$ cat src/rtl/message_scroller.sv
// message_scroller: scrolls a 16-nibble message across a 4-digit multiplexed
// 7-segment display. A 4-nibble window starts at scroll_pos and advances by one
// nibble every SCROLL_DIV clocks, wrapping modulo 16. The message is latched into
// a shadow register on start-up and on every 15->0 wrap, so a window never mixes
// two message versions.
//
// Optional feature: define MSG_SCROLL_PAUSE_EN to add the 'pause' input, which
// freezes the scroll position and scroll counter while display refresh continues.
//
// Interface note: there is no valid/ready handshake here. 'message' is a level
// input that is sampled only on shadow loads. 'pause' is a level input that is
// sampled on every RUN edge.
module message_scroller #(
  parameter int REFRESH_DIV = 4,    // clocks per digit slot, >= 2
  parameter int SCROLL_DIV  = 1024  // clocks per scroll step, >= 1
) (
  input  logic        clk,
  input  logic        reset,
  input  logic [63:0] message,
`ifdef MSG_SCROLL_PAUSE_EN
  input  logic        pause,
`endif
  output logic [3:0]  an,
  output logic [6:0]  seg,
  output logic        dp,
  output logic [3:0]  scroll_pos
);

  localparam int RW = $clog2(REFRESH_DIV);
  localparam int SW = (SCROLL_DIV > 1) ? $clog2(SCROLL_DIV) : 1;
  localparam logic [RW-1:0] REFRESH_LAST = RW'(REFRESH_DIV - 1);
  localparam logic [SW-1:0] SCROLL_LAST  = SW'(SCROLL_DIV - 1);

  typedef enum logic {
    LOAD = 1'b0,
    RUN  = 1'b1
  } state_t;

  state_t          state_q, state_d;
  logic [63:0]     shadow_q, shadow_d;
  logic [RW-1:0]   refresh_cnt_q, refresh_cnt_d;
  logic [SW-1:0]   scroll_cnt_q, scroll_cnt_d;
  logic [1:0]      digit_q, digit_d;
  logic [3:0]      scroll_pos_q, scroll_pos_d;
  logic [3:0]      an_q, an_d;
  logic [6:0]      seg_q, seg_d;
  logic            dp_q, dp_d;

  logic            hold;
  logic [3:0]      nib_idx;
  logic [3:0]      cur_nib;

`ifdef MSG_SCROLL_PAUSE_EN
  assign hold = pause;
`else
  assign hold = 1'b0;
`endif

  // Active-low segment patterns, bit order {g,f,e,d,c,b,a}.
  function automatic logic [6:0] seg_decode(input logic [3:0] n);
    logic [6:0] s;
    case (n)
      4'h0:    s = 7'b1000000;
      4'h1:    s = 7'b1111001;
      4'h2:    s = 7'b0100100;
      4'h3:    s = 7'b0110000;
      4'h4:    s = 7'b0011001;
      4'h5:    s = 7'b0010010;
      4'h6:    s = 7'b0000010;
      4'h7:    s = 7'b1111000;
      4'h8:    s = 7'b0000000;
      4'h9:    s = 7'b0010000;
      4'hA:    s = 7'b0001000;
      4'hB:    s = 7'b0000011;
      4'hC:    s = 7'b1000110;
      4'hD:    s = 7'b0100001;
      4'hE:    s = 7'b0000110;
      4'hF:    s = 7'b0001110;
      default: s = 7'b1111111;
    endcase
    return s;
  endfunction

  // Pick the shadow nibble for the digit being lit: the window wraps modulo 16.
  always_comb begin
    nib_idx = scroll_pos_q + {2'b00, digit_q};
    cur_nib = shadow_q[{nib_idx, 2'b00} +: 4];
  end

  // Next-state logic: LOAD latches the message once, RUN multiplexes and scrolls.
  always_comb begin
    state_d       = state_q;
    shadow_d      = shadow_q;
    refresh_cnt_d = refresh_cnt_q;
    scroll_cnt_d  = scroll_cnt_q;
    digit_d       = digit_q;
    scroll_pos_d  = scroll_pos_q;
    an_d          = an_q;
    seg_d         = seg_q;
    dp_d          = 1'b1;

    case (state_q)
      LOAD: begin
        shadow_d      = message;
        refresh_cnt_d = '0;
        scroll_cnt_d  = '0;
        digit_d       = 2'd0;
        an_d          = 4'b1111;
        seg_d         = 7'b1111111;
        state_d       = RUN;
      end

      RUN: begin
        // Digit slot: light on count 0, blank on the last count before moving
        // to the next digit so the segment change never ghosts onto a neighbour.
        if (refresh_cnt_q == '0) begin
          an_d          = ~(4'b1000 >> digit_q);
          seg_d         = seg_decode(cur_nib);
          refresh_cnt_d = refresh_cnt_q + RW'(1);
        end else if (refresh_cnt_q == REFRESH_LAST) begin
          an_d          = 4'b1111;
          digit_d       = digit_q + 2'd1;
          refresh_cnt_d = '0;
        end else begin
          refresh_cnt_d = refresh_cnt_q + RW'(1);
        end

        // Scroll step. The display above already used the pre-edge position and
        // shadow, so a new window only shows from the next digit slot.
        if (!hold) begin
          if (scroll_cnt_q == SCROLL_LAST) begin
            scroll_cnt_d = '0;
            scroll_pos_d = scroll_pos_q + 4'd1;
            if (scroll_pos_q == 4'hF) begin
              shadow_d = message;
            end
          end else begin
            scroll_cnt_d = scroll_cnt_q + SW'(1);
          end
        end
      end

      default: begin
        state_d = LOAD;
      end
    endcase
  end

  // State and datapath registers, asynchronously cleared to a blank display.
  always_ff @(posedge clk or posedge reset) begin
    if (reset) begin
      state_q       <= LOAD;
      shadow_q      <= '0;
      refresh_cnt_q <= '0;
      scroll_cnt_q  <= '0;
      digit_q       <= 2'd0;
      scroll_pos_q  <= 4'd0;
      an_q          <= 4'b1111;
      seg_q         <= 7'b1111111;
      dp_q          <= 1'b1;
    end else begin
      state_q       <= state_d;
      shadow_q      <= shadow_d;
      refresh_cnt_q <= refresh_cnt_d;
      scroll_cnt_q  <= scroll_cnt_d;
      digit_q       <= digit_d;
      scroll_pos_q  <= scroll_pos_d;
      an_q          <= an_d;
      seg_q         <= seg_d;
      dp_q          <= dp_d;
    end
  end

  assign an         = an_q;
  assign seg        = seg_q;
  assign dp         = dp_q;
  assign scroll_pos = scroll_pos_q;

endmodule
$ cat config.mk
export PLATFORM = sky130hd
export DESIGN_NAME = message_scroller
export DESIGN_NICKNAME = d
export VERILOG_FILES = /design/src/rtl/message_scroller.sv
export SDC_FILE = /design/constraint.sdc
export NUM_CORES = 1
export LEC_CHECK = 0
export BUFFER_PORTS_ARGS = -buffer_cell sky130_fd_sc_hd__buf_2
export CORE_MARGIN = 2
export CORE_UTILIZATION = 56
export CTS_CLUSTER_DIAMETER = 150
export DETAILED_ROUTE_END_ITERATION = 8
export PLACE_DENSITY = 0.8
export SETUP_SLACK_MARGIN = 0.5
export SLEW_MARGIN = 25
export SYNTH_ARGS = -nofsm -noshare
export SYNTH_HDL_FRONTEND = slang
export SYNTH_SLANG_ARGS = --single-unit
$ cat constraint.sdc
create_clock -name clk -period 4.3 [get_ports clk]
set_input_delay 0.86 -clock clk [delete_from_list [all_inputs] [get_ports clk]]
set_output_delay 0.86 -clock clk [all_outputs]
set_load 0.1 [all_outputs]
* After elaboration in Yosys (flattened, before gate mapping) *
Memory sizes are Yosys's and may differ from the RTL's.
Index checks and enable logic that the tools add are counted.

word-level totals
  register bits = 94
  bits in latches = 0
  memory bits (writable) = 0
  bits in read-only memories = 112
  logic and storage cells = 47
  memories = 1

memory list
  name              depth  width  read ports  clocked after memory_dff  wr ports  line  source
  (name not given)  16     7      1           0                         0         62    case (n)

cells by class
  add/sub/neg operators = 5
  $mul = 0
  divide/modulo/power cells = 0
  magnitude comparators = 0
  equal/unequal tests = 9
  shift operators = 2
  mux-type cells = 16
  bitwise logic cells = 2
  reductions and logical operators = 4

operators with widths
  cell                     number
  $mux W64                 2
  $pmux W64 S2             1
  $shiftx A64 B7 Y4        1
  $pmux W10 S2             1
  $pmux W7 S2              1
  $add A10 B1 Y10 const B  1
  $eq A10 B10 Y1 const B   1
  $mux W10                 1
  $mux W2                  4
  $mux W4                  2
  $ne A2 B1 Y1 const B     4
  $pmux W2 S2              2
  $pmux W4 S2              1
  $mux W7                  1
  $reduce_and A2 Y1        3
  $add A2 B1 Y2 const B    2
  $add A4 B1 Y4 const B    1
  $add A4 B2 Y4            1
  $eq A4 B4 Y1 const B     1
  $not A4 Y4               1
  $shr A4 B2 Y4 const A    1
  $ne A3 B1 Y1 const B     1
  $eq A2 B2 Y1 const B     1
  $logic_not A2 Y1         1
  other kinds (2)          2

* Logic depth before layout (Yosys ltp) *
Gate-level depths: netlist (run 1).
An unclocked memory read counts as a cell.

  depth after elaboration = 5
  mapped depth = 12
  mapped depth without buffers = 10

* Worst setup path before layout (run 1) *
Ideal clock, no wire load.

  path type = reg2reg
  start point = register scroll_pos_q[0] (netlist: scroll_pos[0])
  end point = register seg_q[4] (netlist: seg[4])
  setup time = 0.078 ns
  data arrival time = 4.100 ns
  data required time = 4.222 ns
  path slack = 0.122 ns
  cell stages (with the launch flop) = 12
  path buffers = 2
  cells stage by stage = dfrtp_1 ha_1 fa_1 buf_6 buf_6 mux4_2 mux4_2 inv_1 ha_1 inv_1 or4_1 a41oi_2

between the ends
  longest elaborated chain between the ends = 5

RTL lines
  item                    line  source
  start, declared         44    logic [3:0] scroll_pos_q, scroll_pos_d;
  start signal, assigned  167   scroll_pos_q <= scroll_pos_d;
  $add A4 B2 Y4           86    nib_idx = scroll_pos_q + {2'b00, digit_q};
  $shiftx A64 B7 Y4       87    cur_nib = shadow_q[{nib_idx, 2'b00} +: 4];
  $mem_v2 Z16 W7          n/a
  $mux W7                 116   if (refresh_cnt_q == '0) begin
  $pmux W7 S2             102   case (state_q)
  end signal, assigned    169   seg_q <= seg_d;
  end, declared           46    logic [6:0] seg_q, seg_d;

No other way between the ends. The select of a mux whose other input is x is not followed.
A chain may end at the register's enable or synchronous reset.

* Worst setup path in the final report (run 1) *
  start point = register digit_q[0]
  end point = register seg_q[4] (netlist: seg[4])

between the ends
  longest elaborated chain between the ends = 5

RTL lines
  item                    line  source
  start, declared         43    logic [1:0] digit_q, digit_d;
  start signal, assigned  166   digit_q <= digit_d;
  $add A4 B2 Y4           86
  $shiftx A64 B7 Y4       87
  $mem_v2 Z16 W7          n/a
  $mux W7                 116
  $pmux W7 S2             102

No other way between the ends. The select of a mux whose other input is x is not followed.

==> results of run 1 <==
==> layout make-up <==
cell class                      count  area, um2
Tap cell                          108        135
Timing Repair Buffer               87        453
Inverter                           16       61.3
Clock inverter                      7       58.8
Fill cell                         659       3020
Sequential cell                    94       2370
Multi-Input combinational cell    247       2370
Clock buffer                        9        124
==> cell usage in the layout (no fill, tap or decap), types with 2 or more instances in the layout <==
cell type   instances
ha_4                2
a211oi_1            2
o31ai_1             6
nand2b_1            2
nand3_1             8
mux2_1              2
clkinvlp_4          4
nor3_1              3
and3_1              2
xnor2_1             6
dfrtp_1            81
buf_4               7
mux4_2             15
o21ai_0             3
inv_1              13
o211ai_1            4
a21o_1              2
a31oi_1             5
nor3b_1             4
ha_1               14
clkbuf_8            9
nand4_1             2
mux2i_1            11
a21boi_0            2
mux2_2             75
buf_2              80
nand2_1            21
nor2b_1             4
a21oi_1             4
and2_1              4
dfrtp_2             2
xor2_1              6
nor2_1             19
conb_1              2
dfstp_2            11
==> power groups by stage <==
stage / logic, mW / registers [mW] / clock network [mW]
2_1_floorplan: 0.237 / 1.11 / 0
3_3_place_gp: 0.401 / 1.03 / 0
3_5_place_dp: 0.412 / 1.04 / 0
4_1_cts: 0.413 / 1.02 / 0.566
5_1_grt: 0.446 / 1.03 / 0.600
6_report: 0.411 / 1.02 / 0.547
==> critical path: stages, from the launching register on <==
cell and delay [ns]:
dfrtp_1 0.46, ha_4 0.21, fa_2 0.65, buf_4 0.25, mux4_2 0.36, mux4_2 0.55, inv_2 0.12, ha_4 0.16
inv_1 0.06, or4_1 0.54, a41oi_2 0.20
==> kinds of logic after synthesis <==
kind of cell               synth area share (%)
and+or+nand+nor                            7.28
adders and majority gates                  4.51
AOI/OAI and AO/OA                          5.59
buffers and inverters                      3.69
muxes                                      28.2
DFF                                        48.5
xor gates and xnor gates                   2.15
other                                    0.0768
==> metal layers <==
| layer | GRT usage, % | up-vias | wire length [um] |
|---|---|---|---|
| met5 | 0 | - | 0 |
| met4 | 6.84 | 0 | 163 |
| met3 | 4.24 | 14 | 381 |
| met2 | 35.2 | 83 | 4670 |
| met1 | 30.0 | 1604 | 4420 |
| li1 | - | 1511 | - |
==> worst max path at each step <==
stage,startpoint,endpoint,slack [ns],depth (start not counted)
3_5_place_dp,digit_q[0],seg[4],0.59,10
2_1_floorplan,scroll_pos[0],seg[4],0.53,11
4_1_cts,digit_q[0],seg[4],0.57,10
3_3_place_gp,digit_q[0],seg[4],0.70,10
6_report,digit_q[0],seg[4],0.67,10
5_1_grt,digit_q[0],seg[4],0.57,10
==> registers in the layout, indices dropped and copies added, names as in the netlist <==
signal         flops
shadow_q          64
seg                7
state_q            1
scroll_pos         4
digit_q            2
scroll_cnt_q      10
an                 4
refresh_cnt_q      2
==> metrics by stage <==
step / cell area, um2 / total power, mW / worst slack [ns]
final: 5570 / 1.98 / 0.668
after global routing: 5570 / 2.08 / 0.573
after global placement: 5390 / 1.43 / 0.704
after detailed placement: 5390 / 1.45 / 0.586
after floorplan: 4910 / 1.35 / 0.526
after CTS: 5570 / 2.00 / 0.572
==> what timing repair did <==
action / CTS / global route
endpoints found under the setup margin: 0 / 1
gates resized for setup: 0 / 1
endpoints found under the hold margin: 0 / 0
==> impl_metrics.csv, run 1 <==
group,metric,value,unit
run_status,status,"complete, no violations",
cells_and_area,area_growth,14.1,%
synth,synth_cell_types,51,
route,drt_pass1_iterations,4,
worst_hold_path,whs_endpoint,"refresh_cnt_q[0]",
route,vias,3212,
die,pin_count,82,
sta,worst_hold_slack,0.464,ns
global_route,grt_start_max_net_pins,34,
synth,synth_area_leaders,"dfrtp_1 43%, mux2_2 17%, mux4_2 6.9%, dfstp_2 5.9%, ha_1 4.1%",
worst_hold_path,min_path_type,"flop to flop",
clocking,cts_hold_buf,0,
placed_design,gp_congestion,0.853,
route,drt-total-wl,9.64,mm
die,fp.dieArea,9480,um2
sta,final.period_utilization,84.5,%
sta,setup_violations,0,
synth,mappedNetlistArea,4880,um2
die,start_util,56.8,%
power_and_ir_drop,clkPwrFrac,27.7,%
clocking,cts_root_buffer,"clkbuf_8",
cells_and_area,drive_gt1_share,47.2,%
worst_hold_path,min-delay-start,"refresh_cnt_q[0]",
synth,syn_inst,375,
clocking,cts_tree,"built",
clocking,htree_levels,3,
clocking,cts.path.max_buffers,2,
synth,synthTopCellsByCount,"83 x dfrtp_1, 75 x mux2_2, 22 x nand2_1, 19 x nor2_1, 16 x ha_1",
synth,synth_top_area_share,42.5,%
sta,clock_skew,0.0124,ns
placed_design,place_inst,552,
global_route,grt_overflow_total,0,
clocking,post-cts-setup-buffers,0,
placed_design,hpwlAfterDp,7.26,mm
worst_setup_path,cp-start-kind,"flop",
sta,hold_violations,0,
clocking,cts_buffers,9,
power_and_ir_drop,power.switching,0.623,mW
sta,min_period,3.63,ns
synth,synth_seq_area_share,48.5,%
power_and_ir_drop,swShare,31.5,%
synth,yosys_register_bits,94,
power_and_ir_drop,pwr_density_cell,355,nW/um2
die,rows,34,
synth,synth.most_common_cell,"dfrtp_1",
cells_and_area,diodes,0,
power_and_ir_drop,p_comb_share,20.8,%
worst_setup_path,crit_fanout,11,
cells_and_area,nets,538,
global_route,grt_util_all_layers,21.8,%
worst_setup_path,r2r_slack,0.67,ns
clocking,path_clk_slew,0.10,ns
sta,drv_slew,0,
power_and_ir_drop,power_frac_seq,51.5,%
worst_setup_path,cp.arrival,3.92,ns
global_route,grt_pass1_wl,16.7,mm
route,ant_nets,0,
synth,yosysWarnings,0,
sta,grt_setup_unrepaired,"no",
die,fp.dieH,97.4,um
power_and_ir_drop,cellLeakagePower,2.43,nW
sta,fmax,275,MHz
worst_setup_path,crit_required,4.59,ns
route,routedWlPerCell,17.0,um
worst_setup_path,r2r_cells,10,
synth,ys.flop_type,"dfrtp_1",
flow_run,max_cap_violations,0,
die,die_x,97.4,um
worst_setup_path,critPathKind,"flop to flop",
worst_setup_path,timing.rr.start,"digit_q[0]",
route,drc,0,
synth,synth.avg_cell_area,13.0,um2
clocking,cts_sinks,94,
synth,synth_edf_count,0,
power_and_ir_drop,p_int,1.36,mW
route,via_per_inst,5.65,
route,drt_iter0_drc,140,
worst_hold_path,whs_path_depth,1,
die,core_region_area,8590,um2
global_route,first_global_vias,3454,
synth,synth_top_area_cell,"dfrtp_1",
placed_design,io_buffer_count,80,
sta,maxSlewHeadroom,45.0,%
cells_and_area,final_cells,568,
worst_setup_path,r2r_end,"seg[4]",
sta,tightest_slew,0.825,ns
power_and_ir_drop,vdd_drop_max,222,uV
synth,async_reset_ff_share,100,%
cells_and_area,finish.utilization,64.8,%
global_route,grt_antenna_before_repair,0,
worst_setup_path,critPathCaptureType,"flop",
clocking,clk_latency,0.36,ns
sta,tns,0,ns
Note: power is estimated with default switching activity, not from simulation.
==> run 2: changes to the inputs <==
Clock period 4.3 ns to 3.6 ns, I/O delays scaled along.
==> run 2 against run 1 <==
  * Total power increased by 29%
  * Maximum frequency increased by 10%
  * Sequential share of layout area down 2.4 points
  * Global-route usage is 0.95 points higher
  * Via count rose by 3.1%
  * Routed wire length is 6.1% higher
  * Highest routed layer unchanged
  * Worst setup slack worse by 0.36 ns
==> impl_metrics.csv, run 2 (same netlist as run 1, synthesis figures left out) <==
group,metric,value,unit
sta,tightest_slew,0.857,ns
clocking,cts_buffers,9,
power_and_ir_drop,pwr_density_cell,431,nW/um2
worst_setup_path,cp.arrival,3.58,ns
sta,maxSlewHeadroom,42.8,%
die,fp.dieArea,9480,um2
clocking,cts.path.max_buffers,2,
clocking,path_clk_slew,0.10,ns
sta,grt_setup_unrepaired,"yes",
placed_design,gp_congestion,0.907,
route,drt_pass1_iterations,4,
sta,final.period_utilization,91.5,%
clocking,clk_latency,0.36,ns
sta,worst_hold_slack,0.467,ns
global_route,grt_overflow_total,0,
clocking,cts_tree,"built",
clocking,cts_root_buffer,"clkbuf_8",
route,drt-total-wl,10.2,mm
route,vias,3313,
worst_setup_path,crit_chain,"ha_4 -> fa_2 -> buf_12 -> mux4_2 -> mux4_2 -> inv_4 -> ha_4 -> inv_2 -> or4_4 -> a41oi_2",
global_route,grt_util_all_layers,22.7,%
die,fp.dieH,97.4,um
worst_setup_path,crit_fanout,4,
route,routedWlPerCell,17.5,um
power_and_ir_drop,cellLeakagePower,2.59,nW
clocking,cts_sinks,94,
global_route,grt_start_max_net_pins,65,
power_and_ir_drop,total_power,2.55,mW
placed_design,hpwlAfterDp,7.02,mm
sta,clock_skew,0.0110,ns
sta,hold_violations,0,
clocking,cts_hold_buf,0,
global_route,first_global_vias,3467,
clocking,htree_levels,3,
global_route,grt_pass1_wl,17.2,mm
worst_setup_path,crit_required,3.89,ns
die,start_util,56.8,%
sta,fmax,303,MHz
worst_setup_path,cp-start-kind,"flop",
cells_and_area,final_cell_mix,"80 x dfrtp_1, 80 x buf_2, 70 x mux2_2",
die,core_region_area,8590,um2
worst_hold_path,min_path_type,"flop to flop",
power_and_ir_drop,vdd_drop_max,270,uV
cells_and_area,nets,555,
route,drc,0,
die,rows,34,
sta,min_period,3.30,ns
worst_setup_path,slowest_stage,"fa_2",
cells_and_area,diodes,0,
cells_and_area,top_register,"shadow_q",
sta,drv_slew,0,
die,die_x,97.4,um
worst_setup_path,worst_path_largest_cell_delay,0.61,ns
worst_setup_path,critPathKind,"flop to flop",
sta,setup_violations,0,
cells_and_area,drive_gt1_share,50.9,%
cells_and_area,area_growth,21.0,%
route,drt_iter0_drc,160,
run_status,status,"complete, no violations",
die,pin_count,82,
worst_setup_path,critPathCaptureType,"flop",
global_route,grt_antenna_before_repair,0,
placed_design,io_buffer_count,80,
route,ant_nets,0,
sta,tns,0,ns
flow_run,max_cap_violations,0,
route,via_per_inst,5.66,
cells_and_area,largest_reg_flops,64,
-- run 2: cell count changes in the layout (fill, tap and decap cells not counted), sizes merged --
| cell | before | now |
|---|---|---|
| clkbuf | 9 | 11 |
| buf | 87 | 102 |
| clkinvlp | 4 | 2 |
| mux2i | 12 | 13 |
| inv | 16 | 15 |
| clkinv | 3 | 2 |
| bufbuf | 0 | 1 |
| bufinv | 0 | 2 |
-- run 2: final timing paths --
kind                                   from          endpoint  slack [ns]  cells past startpoint
max                              digit_q[0]            seg[4]        0.30                     10
min                        refresh_cnt_q[0]  refresh_cnt_q[0]        0.47                      1
max reg2reg                      digit_q[0]            seg[4]        0.30                     10
min reg2reg                refresh_cnt_q[0]  refresh_cnt_q[0]        0.47                      1
max in group asynchronous             reset      shadow_q[35]        2.33                      3
min in group asynchronous             reset      shadow_q[10]        0.52                      2
-- run 2: per-stage QoR --
step | utilization, % | area, um2 | worst slack (ns) | cells
6_report | 68.8 | 5910 | 0.304 | 585
5_1_grt | 68.8 | 5910 | 0.223 | 585
4_1_cts | 67.9 | 5840 | 0.317 | 583
3_5_place_dp | 63.0 | 5420 | 0.120 | 551
3_3_place_gp | 63.0 | 5420 | 0.240 | 551
2_1_floorplan | - | 4920 | 0.0260 | 376
-- run 2: area by class of cell --
class                      count  area, um2
multi-input combinational    248       2440
fill                         581       2680
sequential                    94       2370
tap                          108        135
clock buffer                  11        141
inverter                      16       66.3
timing repair buffer         103        672
clock inverter                 5       81.3
-- run 2: report_power, final --
| group | switching, mW | internal [mW] | total, mW |
|---|---|---|---|
| clock network | 0.374 | 0.412 | 0.786 |
| registers | 0.0613 | 1.16 | 1.22 |
| logic | 0.311 | 0.232 | 0.543 |
-- run 2: layer usage --
layer  track usage, %  part of all wire [%]  vias up
met5                0                     0        -
met4             8.44                   2.7        0
met3             5.47                   5.3       28
met2             36.3                    48       99
met1             30.5                    44     1639
li1                 -                     -     1547
-- run 2: timing repair --
item / CTS / global route
gates cloned: 1 / 1
pin swaps: 1 / 8
buffers inserted: 15 / 1
endpoints found under the setup margin: 7 / 7
gates resized for setup: 8 / 13
-- run 2: critical path, delay by kind of cell, from the launching register on --
kind / cells / cell delay, ns
mux: 2 / 1.03
simple gates: 1 / 0.41
buf+inv: 3 / 0.28
compound gates: 1 / 0.15
flops: 1 / 0.44
fa+ha+maj: 3 / 0.93
